<file path="src/rtl/proc_sequencer.sv">
// Host-side sequencer for the processor core. For each job it streams bytes into
// data memory, lets the program run until end_process, then reads a result window back out.
module proc_sequencer #(
  parameter logic [15:0] LOAD_BASE   = 16'h0000,
  parameter logic [15:0] RESULT_BASE = 16'h0100,
  parameter int unsigned RESULT_LEN  = 16,
  parameter int unsigned READ_LAT    = 2,
  parameter int unsigned RUN_TIMEOUT = 65535
) (
  input  logic        clk,
  input  logic        rst_n,
  input  logic        start,
  input  logic [15:0] load_count,
  input  logic        in_valid,
  input  logic [7:0]  in_data,
  output logic        in_ready,
  output logic [1:0]  status,
  output logic [7:0]  data_in,
  output logic [15:0] data_addr_in,
  input  logic        end_process,
  input  logic [7:0]  dm_out,
  output logic        out_valid,
  output logic [7:0]  out_data,
  input  logic        out_ready,
  output logic        busy,
  output logic        done,
  output logic        timeout
);

  localparam logic [1:0] ST_HOLD  = 2'b00;
  localparam logic [1:0] ST_WRITE = 2'b10;
  localparam logic [1:0] ST_RUN   = 2'b01;
  localparam logic [1:0] ST_READ  = 2'b11;

  localparam logic [15:0] LAST_IDX = 16'(RESULT_LEN - 1);
  localparam logic [15:0] LAT_LAST = 16'(READ_LAT - 1);
  localparam logic [15:0] RUN_LAST = 16'(RUN_TIMEOUT - 1);

  // S_RADDR waits out the memory latency; S_ROUT holds the captured byte for the host.
  typedef enum logic [2:0] {
    S_IDLE,
    S_LOAD,
    S_RUN,
    S_RADDR,
    S_ROUT,
    S_FIN
  } state_t;

  state_t      state, state_nx;
  logic [15:0] remaining, remaining_nx;
  logic [15:0] addr, addr_nx;
  logic [15:0] run_cnt, run_cnt_nx;
  logic [15:0] idx, idx_nx;
  logic [15:0] lat_cnt, lat_cnt_nx;
  logic        in_ready_nx;
  logic [1:0]  status_nx;
  logic [7:0]  data_in_nx;
  logic [15:0] data_addr_in_nx;
  logic        out_valid_nx;
  logic [7:0]  out_data_nx;
  logic        busy_nx;
  logic        done_nx;
  logic        timeout_nx;

  always_ff @(posedge clk or negedge rst_n) begin
    if (!rst_n) begin
      state        <= S_IDLE;
      remaining    <= '0;
      addr         <= '0;
      run_cnt      <= '0;
      idx          <= '0;
      lat_cnt      <= '0;
      in_ready     <= 1'b0;
      status       <= ST_HOLD;
      data_in      <= '0;
      data_addr_in <= '0;
      out_valid    <= 1'b0;
      out_data     <= '0;
      busy         <= 1'b0;
      done         <= 1'b0;
      timeout      <= 1'b0;
    end else begin
      state        <= state_nx;
      remaining    <= remaining_nx;
      addr         <= addr_nx;
      run_cnt      <= run_cnt_nx;
      idx          <= idx_nx;
      lat_cnt      <= lat_cnt_nx;
      in_ready     <= in_ready_nx;
      status       <= status_nx;
      data_in      <= data_in_nx;
      data_addr_in <= data_addr_in_nx;
      out_valid    <= out_valid_nx;
      out_data     <= out_data_nx;
      busy         <= busy_nx;
      done         <= done_nx;
      timeout      <= timeout_nx;
    end
  end

  // Every output is computed here as a next value so the register stage above is the only driver.
  always_comb begin
    state_nx        = state;
    remaining_nx    = remaining;
    addr_nx         = addr;
    run_cnt_nx      = run_cnt;
    idx_nx          = idx;
    lat_cnt_nx      = lat_cnt;
    in_ready_nx     = in_ready;
    status_nx       = status;
    data_in_nx      = data_in;
    data_addr_in_nx = data_addr_in;
    out_valid_nx    = out_valid;
    out_data_nx     = out_data;
    done_nx         = 1'b0;
    timeout_nx      = timeout;

    case (state)
      S_IDLE: begin
        status_nx    = ST_HOLD;
        in_ready_nx  = 1'b0;
        out_valid_nx = 1'b0;
        if (start) begin
          timeout_nx   = 1'b0;
          addr_nx      = LOAD_BASE;
          remaining_nx = load_count;
          if (load_count != 16'd0) begin
            state_nx    = S_LOAD;
            in_ready_nx = 1'b1;
          end else begin
            state_nx   = S_RUN;
            status_nx  = ST_RUN;
            run_cnt_nx = '0;
          end
        end
      end

      S_LOAD: begin
        // remaining==0 here means the last write cycle is on the bus; move on after it.
        if (remaining == 16'd0) begin
          state_nx   = S_RUN;
          status_nx  = ST_RUN;
          run_cnt_nx = '0;
        end else if (in_valid && in_ready) begin
          status_nx       = ST_WRITE;
          data_in_nx      = in_data;
          data_addr_in_nx = addr;
          addr_nx         = addr + 16'd1;
          remaining_nx    = remaining - 16'd1;
          if (remaining == 16'd1) in_ready_nx = 1'b0;
        end else begin
          status_nx = ST_HOLD;
        end
      end

      S_RUN: begin
        status_nx = ST_RUN;
        if (end_process) begin
          state_nx        = S_RADDR;
          status_nx       = ST_READ;
          idx_nx          = '0;
          data_addr_in_nx = RESULT_BASE;
          lat_cnt_nx      = '0;
        end else if (run_cnt == RUN_LAST) begin
          state_nx   = S_FIN;
          status_nx  = ST_HOLD;
          timeout_nx = 1'b1;
          done_nx    = 1'b1;
        end else begin
          run_cnt_nx = run_cnt + 16'd1;
        end
      end

      S_RADDR: begin
        if (lat_cnt == LAT_LAST) begin
          out_data_nx  = dm_out;
          out_valid_nx = 1'b1;
          state_nx     = S_ROUT;
        end else begin
          lat_cnt_nx = lat_cnt + 16'd1;
        end
      end

      S_ROUT: begin
        if (out_ready) begin
          out_valid_nx = 1'b0;
          if (idx == LAST_IDX) begin
            state_nx  = S_FIN;
            status_nx = ST_HOLD;
            done_nx   = 1'b1;
          end else begin
            idx_nx          = idx + 16'd1;
            data_addr_in_nx = RESULT_BASE + idx + 16'd1;
            lat_cnt_nx      = '0;
            state_nx        = S_RADDR;
          end
        end
      end

      S_FIN: begin
        status_nx = ST_HOLD;
        state_nx  = S_IDLE;
      end

      default: begin
        state_nx  = S_IDLE;
        status_nx = ST_HOLD;
      end
    endcase

    busy_nx = (state_nx != S_IDLE);
  end

endmodule

</file>
<file path="config.mk">
export PLATFORM = sky130hd
export DESIGN_NAME = proc_sequencer
export DESIGN_NICKNAME = d
export VERILOG_FILES = /design/src/rtl/proc_sequencer.sv
export SDC_FILE = /design/constraint.sdc
export NUM_CORES = 1
export LEC_CHECK = 0
export BUFFER_PORTS_ARGS = -buffer_cell sky130_fd_sc_hd__buf_2
export CAP_MARGIN = 20
export CELL_PAD_IN_SITES_DETAIL_PLACEMENT = 1
export CELL_PAD_IN_SITES_GLOBAL_PLACEMENT = 1
export CORE_MARGIN = 10
export CORE_UTILIZATION = 41
export DETAILED_ROUTE_END_ITERATION = 12
export GPL_ROUTABILITY_DRIVEN = 0
export PLACE_DENSITY_LB_ADDON = 0.1
export SYNTH_ARGS = -nofsm -noshare
export SYNTH_HDL_FRONTEND = slang
export SYNTH_SLANG_ARGS = --single-unit
</file>
<file path="constraint.sdc">
create_clock -name clk -period 2.7 [get_ports clk]
set_input_delay 0.405 -clock clk [delete_from_list [all_inputs] [get_ports clk]]
set_output_delay 0.405 -clock clk [all_outputs]
set_load 0.005 [all_outputs]
</file>
# After elaboration in Yosys (flattened, before gate mapping)
# Index checks and enable logic that the tools add are counted.
# word_totals
regBits	122
out_inout_bits	39
input_bits	38
wordCells	134
# classes
bitwise	2
n_eq_ne	23
add_sub_neg	7
n_reduce_logical	23
mux	64
# ops
operator	n
16-bit two-way mux	22
16-bit one-hot mux with 3 select lines	3
16-bit one-hot mux with 2 select lines	3
16-bit by 1-bit adder with 16-bit output, second input constant	5
16-bit by 1-bit == test with 1-bit output, second input constant	2
2-bit inequality test, second input constant	15
3-bit two-way mux	7
1-bit two-way mux	17
9-bit by 16-bit adder with 16-bit output, first input constant	1
16-bit == test, second input constant	1
16-bit by 4-bit == test with 1-bit output, second input constant	1
16-bit logical NOT	1
4-bit AND reduction	4
16-bit nonzero test	1
16-bit by 1-bit subtractor with 16-bit output, second input constant	1
3-bit one-hot mux with 5 select lines	1
3-bit nonzero test	5
2-bit two-way mux	6
6-bit AND reduction	2
2-bit one-hot mux with 5 select lines	1
3-bit AND reduction	3
3-bit by 2-bit == test with 1-bit output, second input constant	2
1-bit one-hot mux with 2 select lines	3
2-bit nonzero test	3
other kinds (8)	9

# Depth between registers and ports, before layout
# Gate-level depths: netlist of run 1.
# depth
depth_word	5
mapped_depth	10
mapped_depth_nobuf	7

# Worst setup path before layout of run 1
# OpenSTA, ideal clock, no wires.
# synth_timing
kind	reg2reg
from	reg remaining[0]
to	reg data_addr_in[10]
path_buffers	3
t_required_ns	2.575
setup_ns	0.125
arrival_time_ns	2.487
setup_slack_ns	0.088
stages_incl_launch_ff	11
synth_period_minus_slack_ns	2.612
path_cell_list	dfrtp_1 -> inv_1 -> ha_1 -> nor3b_1 -> and4_1 -> buf_2 -> o31ai_1 -> and2_1 -> buf_2 -> buf_6 -> mux2_2
# synth_between
elab_chain_len	3
# synth_lines
element	line_no	rtl
start, declared	50	logic [15:0] remaining, remaining_nx;
start signal, assigned	84	remaining <= remaining_nx;
16-bit logical NOT	140	if (remaining == 16'd0) begin
2-bit inequality test (no line)	n/a	
6-bit AND reduction (no line)	n/a	
end signal, assigned	92	data_addr_in <= data_addr_in_nx;
end, declared	19	output logic [15:0] data_addr_in,
# Every way passes these cells.
# A chain may end at the register's enable or synchronous reset.

# Worst setup path after layout of run 1
# layout_timing
from	reg remaining[0]
to	reg run_cnt[3]
# layout_between
elab_chain_len	3
# layout_lines
element	line_no	rtl
16-bit logical NOT	140	
2-bit inequality test (no line)	n/a	
6-bit AND reduction (no line)	n/a	
end signal, assigned	86	run_cnt <= run_cnt_nx;
end, declared	52	logic [15:0] run_cnt, run_cnt_nx;
# Every way passes these cells.

==> results of run 1 <==
routing by layer:
layer / vias to the layer above / GRT usage [%] / part of all wire, %
li1: 2988 / - / -
met2: 124 / 32.1 / 49
met5: - / 0 / 0
met4: 0 / 7.78 / 2.1
met1: 3241 / 24.4 / 45
met3: 40 / 4.55 / 4.2
registers in the layout (all words and copies together) (netlist names):
register and cells:
lat_cnt 16, run_cnt 16, data_in 8, state 3, remaining 16, done 1, busy 1, timeout 1
idx 16, status 2, data_addr_in 16, in_ready 1, addr 16, out_valid 1, out_data 8
power by group:
| part | leakage [nW] | switching [mW] | internal, mW |
|---|---|---|---|
| registers | 1.57 | 0.381 | 2.17 |
| logic | 1.74 | 0.891 | 0.664 |
| clock network | 0.259 | 0.841 | 1.27 |
| total | 3.56 | 2.11 | 4.10 |
cells in the final DEF (no fill, tap or decap), types with 4 or more instances in the layout:
cell type,synthesis,layout
a211oi_1,4,4
mux2_2,26,26
nand3_1,37,37
or4_1,30,30
and3_1,13,13
nand2_1,83,83
a22oi_1,4,4
clkbuf_16,0,17
or3_1,6,6
inv_1,16,16
o211ai_1,10,10
nand2b_1,9,9
clkbuf_1,37,4
o22ai_1,4,4
nor2_1,24,24
nor4_1,18,16
a21oi_1,66,66
xor2_1,5,5
o21a_1,5,5
clkinv_2,0,6
o31ai_1,25,24
dfrtp_1,122,122
and2_1,10,10
a21o_1,4,4
xnor2_1,4,4
a31oi_1,12,12
and4_1,12,11
nand4_1,16,16
buf_2,4,75
nor3b_1,6,5
buf_4,0,36
ha_1,8,8
mux2i_1,6,6
nor3_1,17,17
o21ai_0,53,53
stage by stage:
step | worst slack, ps | hold slack, ps | power (mW) | instances | util (%)
2_1_floorplan | 88.0 | 109 | 3.42 | 740 | -
3_3_place_gp | 254 | 221 | 4.02 | 1024 | 47.1
3_5_place_dp | 108 | 221 | 4.13 | 1024 | 47.1
4_1_cts | 69.4 | 202 | 6.26 | 1056 | 50.4
5_1_grt | 42.6 | 208 | 6.60 | 1056 | 50.5
6_report | 125 | 214 | 6.21 | 1057 | 50.5
kinds of logic (layout without fill, tap and decap cells):
group | count (synthesis) | count (layout) | share of synthesized area (%)
AO/OA/AOI/OAI | 211 | 211 | 19.2
XOR/XNOR | 9 | 9 | 1.16
adder cells (fa/ha/maj) | 8 | 8 | 1.47
buffers and inverters | 60 | 160 | 3.61
flip-flops | 122 | 122 | 45.0
multiplexers | 32 | 32 | 5.20
other | 0 | 1 | 0
AND/OR/NAND/NOR | 298 | 298 | 24.4
layout make-up:
type / instances / area share (%)
multi-input cells: 558 / 43.4
flip-flops and latches: 122 / 37.6
repair buffers: 113 / 8.33
diodes: 1 / 0.0308
clock buffers: 22 / 5.60
well taps: 216 / 3.33
inverters: 16 / 0.740
clock inverters: 9 / 0.925
repair_timing:
action                                  in CTS  in global routing
gates resized for setup                      0                  3
hold endpoints to repair                     4                  0
hold buffers                                 1                  0
endpoints found under the setup margin       0                 18
worst register-to-register path: cells and delay by family (launching register included):
family          cells  cell delay [ps]
compound gates      2              280
flops               1              430
fa+ha+maj           1              210
buf+inv             2              330
simple gates        3             1230
path summary, 6_finish.rpt:
kind	depth (start not counted)	from	slack, ps	endpoint
worst max-delay path	8	remaining[0]	120	run_cnt[3]
worst min-delay path	2	in_data[5]	210	data_in[5]
worst max register to register	8	remaining[0]	120	run_cnt[3]
worst min register to register	1	out_valid	470	out_valid
max in group asynchronous	3	rst_n	1590	run_cnt[2]
min in group asynchronous	2	rst_n	330	lat_cnt[13]
==> results.txt, run 1 <==
----------------------------------------------------
[Timing]
  Worst slew margin relative to its limit ... between 30% and 40%
  Final hold vios ... 0
  Max-slew violation total from the final report ... 0
  Worst Clk Skew ... between 6 and 7 ps
  Period utilisation layout ... between 90% and 100%
  Final setup violation count ... 0
  Transition time at the pin with the least slew margin ... between 1000 and 1500 ps
  Setup_tns ... 0 ps
  Setup repair after global routing missed its margin ... false
  Post-layout minimum cycle time ... about 2600 ps
  Highest achievable clock rate ... 0.388 GHz

[Drt]
  Pre-Repair DR Iteration Count ... 4
  Routed wire length ... 21,300 um
  Drc violations ... 0
  Via Count ... between 6,000 and 7,000
  Average via count per standard cell ... between 6 and 7
  Detail-routed net length per standard cell ... 20.1 um
  Iter 0 DRT Violations ... about 350
  Remaining antenna violation count after routing ... 0

[Placed design]
  IO buf count ... 76
  DP Wirelength ... 15,400 um
  Placed cell areas ... 7560 sq um

[Worst setup path]
  Largest fanout on the critical path ... 29
  CP Buf/Inv Count ... 2
  Cell with the largest stage delay on the worst path ... or4_1
  Type of the worst setup path ... register to register
  Biggest cell delay along the critical path ... between 500 and 600 ps
  Critical Path End Type ... register
  Crit path cell chain ... inv_1 > ha_1 > nor3b_1 > and4_2 > o21ai_1 > buf_4 > or4_1 > a21oi_1
  Setup crit start kind ... register
  Arrival time at the worst endpoint ... around 3000 ps
  Gate family responsible for the most delay along the worst path ... simple AND/OR/NAND/NOR gates
  Worst endpoint required time ... 3050 ps

[Synthesis]
  Synthesized net count ... 786
  Register area share after synthesis ... 45.0%
  Syn Std Cell Area ... 6790 sq um
  Instance count of the mapped netlist ... 740
  Average footprint of a synthesized cell ... around 9.2 sq um
  Unique cell type count in the Yosys netlist ... 59
  Asr flop ratio synth ... 100%
  Count of warnings emitted by yosys ... 0
  Flip-flop and latch count after synthesis ... 122
  Top-count cell post-synth ... dfrtp_1
  Most common flop cell mapped by yosys ... dfrtp_1
  Number of synthesized flops with an enable pin ... 0
  Top area cells in the synthesized netlist ... dfrtp_1 45%, a21oi_1 4.9%, nand2_1 4.6%, mux2_2 4.3%, o21ai_0 3.9%
  Largest area contributor in the synthesized netlist ... dfrtp_1
  Post-synth top area share ... between 40% and 50%
  Commonest cells in the netlist ... 122 x dfrtp_1, 83 x nand2_1, 66 x a21oi_1

[Floorplan]
  Area of the die ... approximately 22,000 sq um
  Number of ports placed on the die boundary ... 77
  Die width ... roughly 150 um
  Starting utilization of the core area ... 42.3%
  Core Footprint ... 16,100 sq um
  Std-Cell Rows ... 46
  Height of the die ... 149 um

[GRT]
  Maximum number of pins on one net before global-route repair ... 74
  Number of global-route vias before repair ... between 6,000 and 7,000
  Number of antenna violations at the first check in global routing ... 0
  Global Route Usage Sum ... around a fifth
  Overflow left after global routing ... 0
  Wire length of the first global-routing pass ... roughly 35,000 um

[Clock tree]
  Depth of the CTS H-tree ... 4
  Skew-Pair Late Insertion Delay ... 430 ps
  Maximum root-to-sink buffer count ... 2
  CTS tree ... yes
  Post-CTS setup-driven buffer insertion count ... 0
  Register clock-pin slew on the reported worst setup and hold paths ... about 60 ps
  Clk Tree Root Cell ... clkbuf_16
  Clock buffers created by TritonCTS ... 17
  Clk sinks ... ~120

[Pwr]
  Power density cells ... around 770 nW/um^2
  Worst IR Drop VDD ... 490 uV
  Leak pwr ... roughly 3.6 nW

[Final layout]
  Fill cell total of the finished layout ... 1,876
  Sequential cell area ... 3050 sq um
  Net count of the finished layout ... 874
  Synthesis-to-layout area growth ... 19.5%
  Share of post-route cells with drive strength above 1 ... roughly 22%
  Area occupied by multi-input gates ... 3520 sq um
  Post-route cell area ... roughly 8000 sq um

[Status]
  Outcome ... finished, final reports clean

[Worst hold path]
  Hold Crit Class ... primary input to register

[Job]
  # Max-Cap Violations ... 0

----------------------------------------------------
No activity file was read; power rests on OpenSTA's default activity.
==> inputs of run 2 (changes only) <==
--- a/config.mk
+++ b/config.mk
@@ -10,7 +10,8 @@
 export CELL_PAD_IN_SITES_DETAIL_PLACEMENT = 1
 export CELL_PAD_IN_SITES_GLOBAL_PLACEMENT = 1
 export CORE_MARGIN = 10
-export CORE_UTILIZATION = 41
+export CORE_UTILIZATION = 42
+export CTS_BUF_LIST = sky130_fd_sc_hd__clkbuf_4
 export DETAILED_ROUTE_END_ITERATION = 12
 export GPL_ROUTABILITY_DRIVEN = 0
 export PLACE_DENSITY_LB_ADDON = 0.1
==> run 2 against run 1 <==
Against the previous run: critical path depth did not move; via count fell by 1.8%; cell count fell by 0.66%; utilization fell by 1.7 points; total power fell by 18%; sequential power barely moved; flip-flop and latch count did not move; critical endpoint unchanged; highest routed layer unchanged.
==> results.txt, run 2 (synthesis gave the netlist of run 1 again) <==
----------------------------------------------------
[Status]
  Outcome ... finished, final reports clean

[Timing]
  Worst hold slack after final layout ... 78.5 ps (-135 ps)
  Max-slew violation total from the final report ... 0 (unchanged)
  Final hold vios ... 0 (unchanged)
  Setup_tns ... 0 ps (unchanged)
  Worst Clk Skew ... 16.7 ps (+10.1 ps)
  Transition time at the pin with the least slew margin ... 1070 ps (+44.6 ps)
  Period utilisation layout ... 92.7% (-2.7 points)
  Highest achievable clock rate ... 0.399 GHz (+2.9%)
  Final setup violation count ... 0 (unchanged)
  Post-layout minimum cycle time ... 2500 ps (-71.8 ps)
  Setup repair after global routing missed its margin ... false
  Worst slew margin relative to its limit ... 28.3% (-3.0 points)

[Worst setup path]
  Largest fanout on the critical path ... 29 (unchanged)
  Type of the worst setup path ... register to register
  Setup crit start kind ... register
  Worst endpoint required time ... 3170 ps (+120 ps)
  R2R Path Start ... remaining[0]
  Endpoint of the lowest-slack register-to-register path ... run_cnt[3]
  Cell with the largest stage delay on the worst path ... or4_1
  Register-to-Register Path Depth ... 8 (unchanged)
  Crit path cell chain ... inv_1 > ha_1 > nor3b_1 > and4_1 > o21ai_1 > buf_4 > or4_1 > a21oi_1
  R2R Setup Slk ... 200 ps (+70 ps)
  Arrival time at the worst endpoint ... 2970 ps (+50 ps)
  Critical Path End Type ... register
  Biggest cell delay along the critical path ... 530 ps (-50 ps)

[Clock tree]
  Clk sinks ... 122 (unchanged)
  Skew-Pair Late Insertion Delay ... 550 ps (+120 ps)
  Clock buffers created by TritonCTS ... 17 (unchanged)
  Maximum root-to-sink buffer count ... 2 (unchanged)
  Depth of the CTS H-tree ... 4 (unchanged)
  CTS tree ... yes
  Register clock-pin slew on the reported worst setup and hold paths ... 110 ps (+50 ps)
  Post-CTS setup-driven buffer insertion count ... 0 (unchanged)
  Clk Tree Root Cell ... clkbuf_4

[GRT]
  Number of global-route vias before repair ... 6,494 (-4.8%)
  Busiest layer in global routing ... met2
  Met1 Track Usage GR ... 24.3% (-0.098 points)
  Wire length of the first global-routing pass ... 34,100 um (-3.4%)
  Overflow left after global routing ... 0 (unchanged)
  Met2 track demand over resource in global routing ... 31.4% (-0.70 points)
  Number of antenna violations at the first check in global routing ... 1 (+1)
  Met3 Usage GRT ... 4.70% (+0.15 points)
  Global Route Usage Sum ... 19.0% (-0.56 points)
  Maximum number of pins on one net before global-route repair ... 58 (-22%)

[Worst hold path]
  Start point of the worst hold path ... dm_out[3]
  Hold Crit Class ... primary input to register
  Worst hold path cell count ... 2 (unchanged)
  Endpoint of the worst hold path ... out_data[3]

[Drt]
  Iter 0 DRT Violations ... 275 (-22%)
  Remaining antenna violation count after routing ... 0 (unchanged)
  Routed wire length ... 20,500 um (-3.7%)
  Via Count ... 6,276 (-1.8%)
  Average via count per standard cell ... 5.98 (-1.2%)
  Pre-Repair DR Iteration Count ... 4 (unchanged)
  Drc violations ... 0 (unchanged)
  Detail-routed net length per standard cell ... 19.5 um (-3.0%)

[Floorplan]
  Std-Cell Rows ... 46 (unchanged)
  Number of ports placed on the die boundary ... 77 (unchanged)
  Core Footprint ... 15,900 sq um (-1.1%)
  Area of the die ... 21,700 sq um (-2.1%)
  Die width ... 147 um (-1.0%)
  Height of the die ... 147 um (-1.0%)
  Starting utilization of the core area ... 42.7% (+0.46 points)

[Final layout]
  Synthesis-to-layout area growth ... 14.2%
  Most common cell after layout, fill and taps aside ... dfrtp_1
  Net count of the finished layout ... 870 (-0.46%)
  Leading cell types in the layout, fill and taps excluded ... 121 x dfrtp_1, 83 x nand2_1, 75 x buf_2, 66 x a21oi_1, 53 x o21ai_0
  Post-route insts no fill ... 1,050 (-0.66%)
  Post-route cell area ... 7750 sq um (-4.4%)
  Share of post-route cells with drive strength above 1 ... 21.2% (-0.54 points)

[Placed design]
  IO buf count ... 76 (unchanged)
  DP Wirelength ... 15,100 um (-1.9%)
  Placed cell areas ... 7540 sq um (-0.23%)
  Placed Cells ... 1,020 (-0.39%)

[Job]
  # Max-Cap Violations ... 0 (unchanged)

[Pwr]
  Leak pwr ... 3.40 nW (-4.5%)
  Power density cells ... 659 nW/um^2 (-14%)
  Worst IR Drop VDD ... 342 uV (-30%)
  Total power ... 5.11 mW (-18%)

----------------------------------------------------
## run 2: final cells by class
class	count	area (sq um)
inverter	16	60.1
fill	1931	8130
timing repair buffer	109	658
tap	216	270
sequential	122	3050
clock buffer	21	158
multi-input combinational	558	3520
clock inverter	7	31.3
antenna	1	2.50
## run 2: power breakdown
part           switching [mW]  internal [mW]  leakage [nW]
Combinational           0.883          0.663          1.72
Clock                   0.665          0.368         0.117
Sequential              0.371           2.16          1.57
Total                    1.92           3.19          3.40
## run 2: worst max path at each step
stage	cells past startpoint	from	endpoint
floorplan	10	remaining[0]	data_addr_in[10]
global placement	7	remaining[0]	addr[13]
detailed placement	7	remaining[0]	addr[13]
CTS	7	remaining[0]	addr[13]
global route	8	remaining[0]	run_cnt[3]
finish	8	remaining[0]	run_cnt[3]
## run 2: metrics by stage
stage          setup slack, ps  util (%)
4_1_cts                   68.6      48.7
3_5_place_dp               119      47.5
5_1_grt                   30.7      48.8
6_report                   196      48.8
3_3_place_gp               247      47.5
2_1_floorplan             88.0         -
## run 2: per-layer routing
layer / routed length (um) / up-vias
met5: 0 / -
met4: 241 / 0
met3: 716 / 17
met2: 10200 / 90
met1: 9350 / 3195
li1: - / 2974
## run 2: critical path: cells and delay by family (launching register included)
| kind | cells | cell delay [ps] |
|---|---|---|
| adder cells (fa/ha/maj) | 1 | 200 |
| buffers and inverters | 2 | 320 |
| AO/OA/AOI/OAI | 2 | 280 |
| AND/OR/NAND/NOR | 3 | 1150 |
| flip-flops | 1 | 460 |
## run 2: timing repair
| action | in CTS | in global routing |
|---|---|---|
| setup endpoints to repair | 0 | 9 |
| endpoints found under the hold margin | 39 | 0 |
| gates resized for setup | 0 | 3 |
| hold buffers | 1 | 0 |
==> inputs of run 3 (changes only) <==
--- a/config.mk
+++ b/config.mk
@@ -15,6 +15,7 @@
 export DETAILED_ROUTE_END_ITERATION = 12
 export GPL_ROUTABILITY_DRIVEN = 0
 export PLACE_DENSITY_LB_ADDON = 0.1
+export SETUP_SLACK_MARGIN = 0.2
 export SYNTH_ARGS = -nofsm -noshare
 export SYNTH_HDL_FRONTEND = slang
 export SYNTH_SLANG_ARGS = --single-unit
==> run 3 against run 2 <==
Against the previous run: maximum frequency is 4.5% higher; global-route usage is 1.1 points higher; cell count is 0.48% higher.
==> results.txt, run 3 (synthesis gave the netlist of run 1 again) <==
----------------------------------------------------
[Clock tree]
  Maximum root-to-sink buffer count ... 2 (unchanged)
  Depth of the CTS H-tree ... 4 (unchanged)
  Skew-Pair Late Insertion Delay ... 580 ps (+30 ps)
  Register clock-pin slew on the reported worst setup and hold paths ... 120 ps (about the same)
  Clk Tree Root Cell ... clkbuf_4
  Clock buffers created by TritonCTS ... 17 (unchanged)
  CTS tree ... yes
  Clk sinks ... 122 (unchanged)

[Floorplan]
  Std-Cell Rows ... 46 (unchanged)
  Number of ports placed on the die boundary ... 77 (unchanged)
  Height of the die ... 147 um (unchanged)
  Area of the die ... 21,700 sq um (unchanged)
  Core Footprint ... 15,900 sq um (unchanged)
  Die width ... 147 um (unchanged)
  Starting utilization of the core area ... 42.7% (unchanged)

[Worst setup path]
  Cell seen most often among critical-path stages ... buf_4
  R2R Setup Slk ... 300 ps (+110 ps)
  Setup crit start kind ... register
  Largest fanout on the critical path ... 29 (unchanged)
  Type of the worst setup path ... register to register
  Register-to-Register Path Depth ... 7 (-1)
  Arrival time at the worst endpoint ... 2880 ps (-90 ps)
  R2R Path Start ... remaining[4]
  Biggest cell delay along the critical path ... 530 ps (about the same)
  CP Buf/Inv Count ... 2 (unchanged)
  Gate family responsible for the most delay along the worst path ... simple AND/OR/NAND/NOR gates
  Critical Path End Type ... register
  Cell with the largest stage delay on the worst path ... or4_1
  Crit path cell chain ... nor4_2 > buf_4 > and4_4 > o21ai_1 > buf_4 > or4_1 > a21oi_1
  Endpoint of the lowest-slack register-to-register path ... run_cnt[13]
  Worst endpoint required time ... 3190 ps (+20 ps)

[Drt]
  Routed wire length ... 21,600 um (+5.2%)
  Detail-routed net length per standard cell ... 20.4 um (+4.7%)
  Remaining antenna violation count after routing ... 0 (unchanged)
  Drc violations ... 0 (unchanged)
  Average via count per standard cell ... 6.02 (+0.78%)
  Iter 0 DRT Violations ... 399 (+45%)
  Pre-Repair DR Iteration Count ... 4 (unchanged)
  Via Count ... 6,355 (+1.3%)

[Final layout]
  Most common cell after layout, fill and taps aside ... dfrtp_1
  Fill cell total of the finished layout ... 1,884 (-2.4%)
  Sequential cell area ... 3050 sq um (unchanged)
  Post-route cell area ... 7960 sq um (+2.6%)
  Synthesis-to-layout area growth ... 17.2%
  Share of post-route cells with drive strength above 1 ... 23.3% (+2.0 points)
  Net count of the finished layout ... 872 (+0.23%)
  Area occupied by multi-input gates ... 3570 sq um (+1.5%)
  Leading cell types in the layout, fill and taps excluded ... 121 x dfrtp_1, 83 x nand2_1, 76 x buf_2, 65 x a21oi_1, 53 x o21ai_0

[Timing]
  Setup repair after global routing missed its margin ... true
  Worst slew margin relative to its limit ... 49.6% (+21 points)
  Period utilisation layout ... 88.8% (-4.0 points)
  Post-layout minimum cycle time ... 2400 ps (-107 ps)
  Worst hold slack after final layout ... 60.6 ps (-17.9 ps)
  Worst Clk Skew ... 26.1 ps (+9.44 ps)
  Max-slew violation total from the final report ... 0 (unchanged)
  Final setup violation count ... 0 (unchanged)
  Transition time at the pin with the least slew margin ... 752 ps (-316 ps)
  Setup_tns ... 0 ps (unchanged)
  Final hold vios ... 0 (unchanged)
  Worst Setup Slack, final ... 303 ps (+107 ps)
  Highest achievable clock rate ... 0.417 GHz (+4.5%)

[Worst hold path]
  Hold Crit Class ... primary input to register
  Start point of the worst hold path ... in_data[1]
  Endpoint of the worst hold path ... data_in[1]
  Worst hold path cell count ... 2 (unchanged)

[GRT]
  Global Route Usage Sum ... 20.1% (+1.1 points)
  Wire length of the first global-routing pass ... 35,900 um (+5.2%)
  Maximum number of pins on one net before global-route repair ... 43 (-26%)
  Overflow left after global routing ... 0 (unchanged)
  Number of antenna violations at the first check in global routing ... 1 (unchanged)
  Number of global-route vias before repair ... 6,771 (+4.3%)

[Placed design]
  IO buf count ... 76 (unchanged)
  Post-placement setup slack ... 127 ps (+7.89 ps)
  DP Wirelength ... 15,700 um (+4.3%)
  Placed cell areas ... 7540 sq um (about the same)

[Pwr]
  Worst IR Drop VDD ... 412 uV (+21%)
  Power density cells ... 711 nW/um^2 (+7.9%)
  Leak pwr ... 3.48 nW (+2.1%)
  Total power ... 5.66 mW (+11%)

[Job]
  # Max-Cap Violations ... 0 (unchanged)

[Status]
  Outcome ... finished, final reports clean

----------------------------------------------------
==> run 3: per-layer routing <==
layer / track usage [%] / up-vias / share of wire (%)
li1: - / 2992 / -
met1: 25.4 / 3215 / 44
met2: 32.9 / 122 / 49
met3: 5.10 / 26 / 5.2
met4: 6.69 / 0 / 1.6
met5: 0 / - / 0
==> run 3: final cells by class <==
class                           count  share of cell area, %
Antenna cell                        1                 0.0315
Sequential cell                   122                   38.4
Inverter                           16                  0.755
Clock inverter                     13                   2.23
Timing Repair Buffer              111                   8.59
Tap cell                          216                   3.40
Multi-Input combinational cell    558                   44.9
Clock buffer                       18                   1.70
==> run 3: timing repair <==
| item | in CTS | in global routing |
|---|---|---|
| endpoints found under the setup margin | 14 | 54 |
| resized for setup | 1 | 13 |
| pin swaps | 1 | 3 |
| buffers inserted | 1 | 3 |
| gates cloned | 0 | 0 |
| hold buffers | 1 | 0 |
| hold endpoints to repair | 40 | 0 |
==> run 3: worst max-delay path by stage <==
stage / start / end / slack (ps) / cells after the start
6_report: remaining[4] / run_cnt[13] / 300 / 7
5_1_grt: state[0] / run_cnt[7] / 150 / 6
4_1_cts: remaining[1] / run_cnt[13] / 210 / 8
3_5_place_dp: remaining[0] / addr[13] / 130 / 7
3_3_place_gp: remaining[0] / addr[15] / 240 / 7
2_1_floorplan: remaining[0] / addr[9] / 200 / 9
==> run 3: report_power, final <==
part	internal, mW	leakage [nW]	switching, mW
Combinational	0.705	1.74	0.938
Sequential	2.16	1.57	0.377
Clock	0.733	0.169	0.747
==> run 3: worst register-to-register path, stage by stage (launching register included) <==
cell     delay, ps
dfrtp_1        500
nor4_2         320
buf_4          190
and4_4         290
o21ai_1         70
buf_4          230
or4_1          540
a21oi_1        180
==> run 3: per-stage QoR <==
| stage | instances | util [%] |
|---|---|---|
| 2_1_floorplan | 740 | - |
| 3_3_place_gp | 1018 | 47.5 |
| 3_5_place_dp | 1018 | 47.5 |
| 4_1_cts | 1051 | 49.6 |
| 5_1_grt | 1054 | 50.1 |
| 6_report | 1055 | 50.1 |
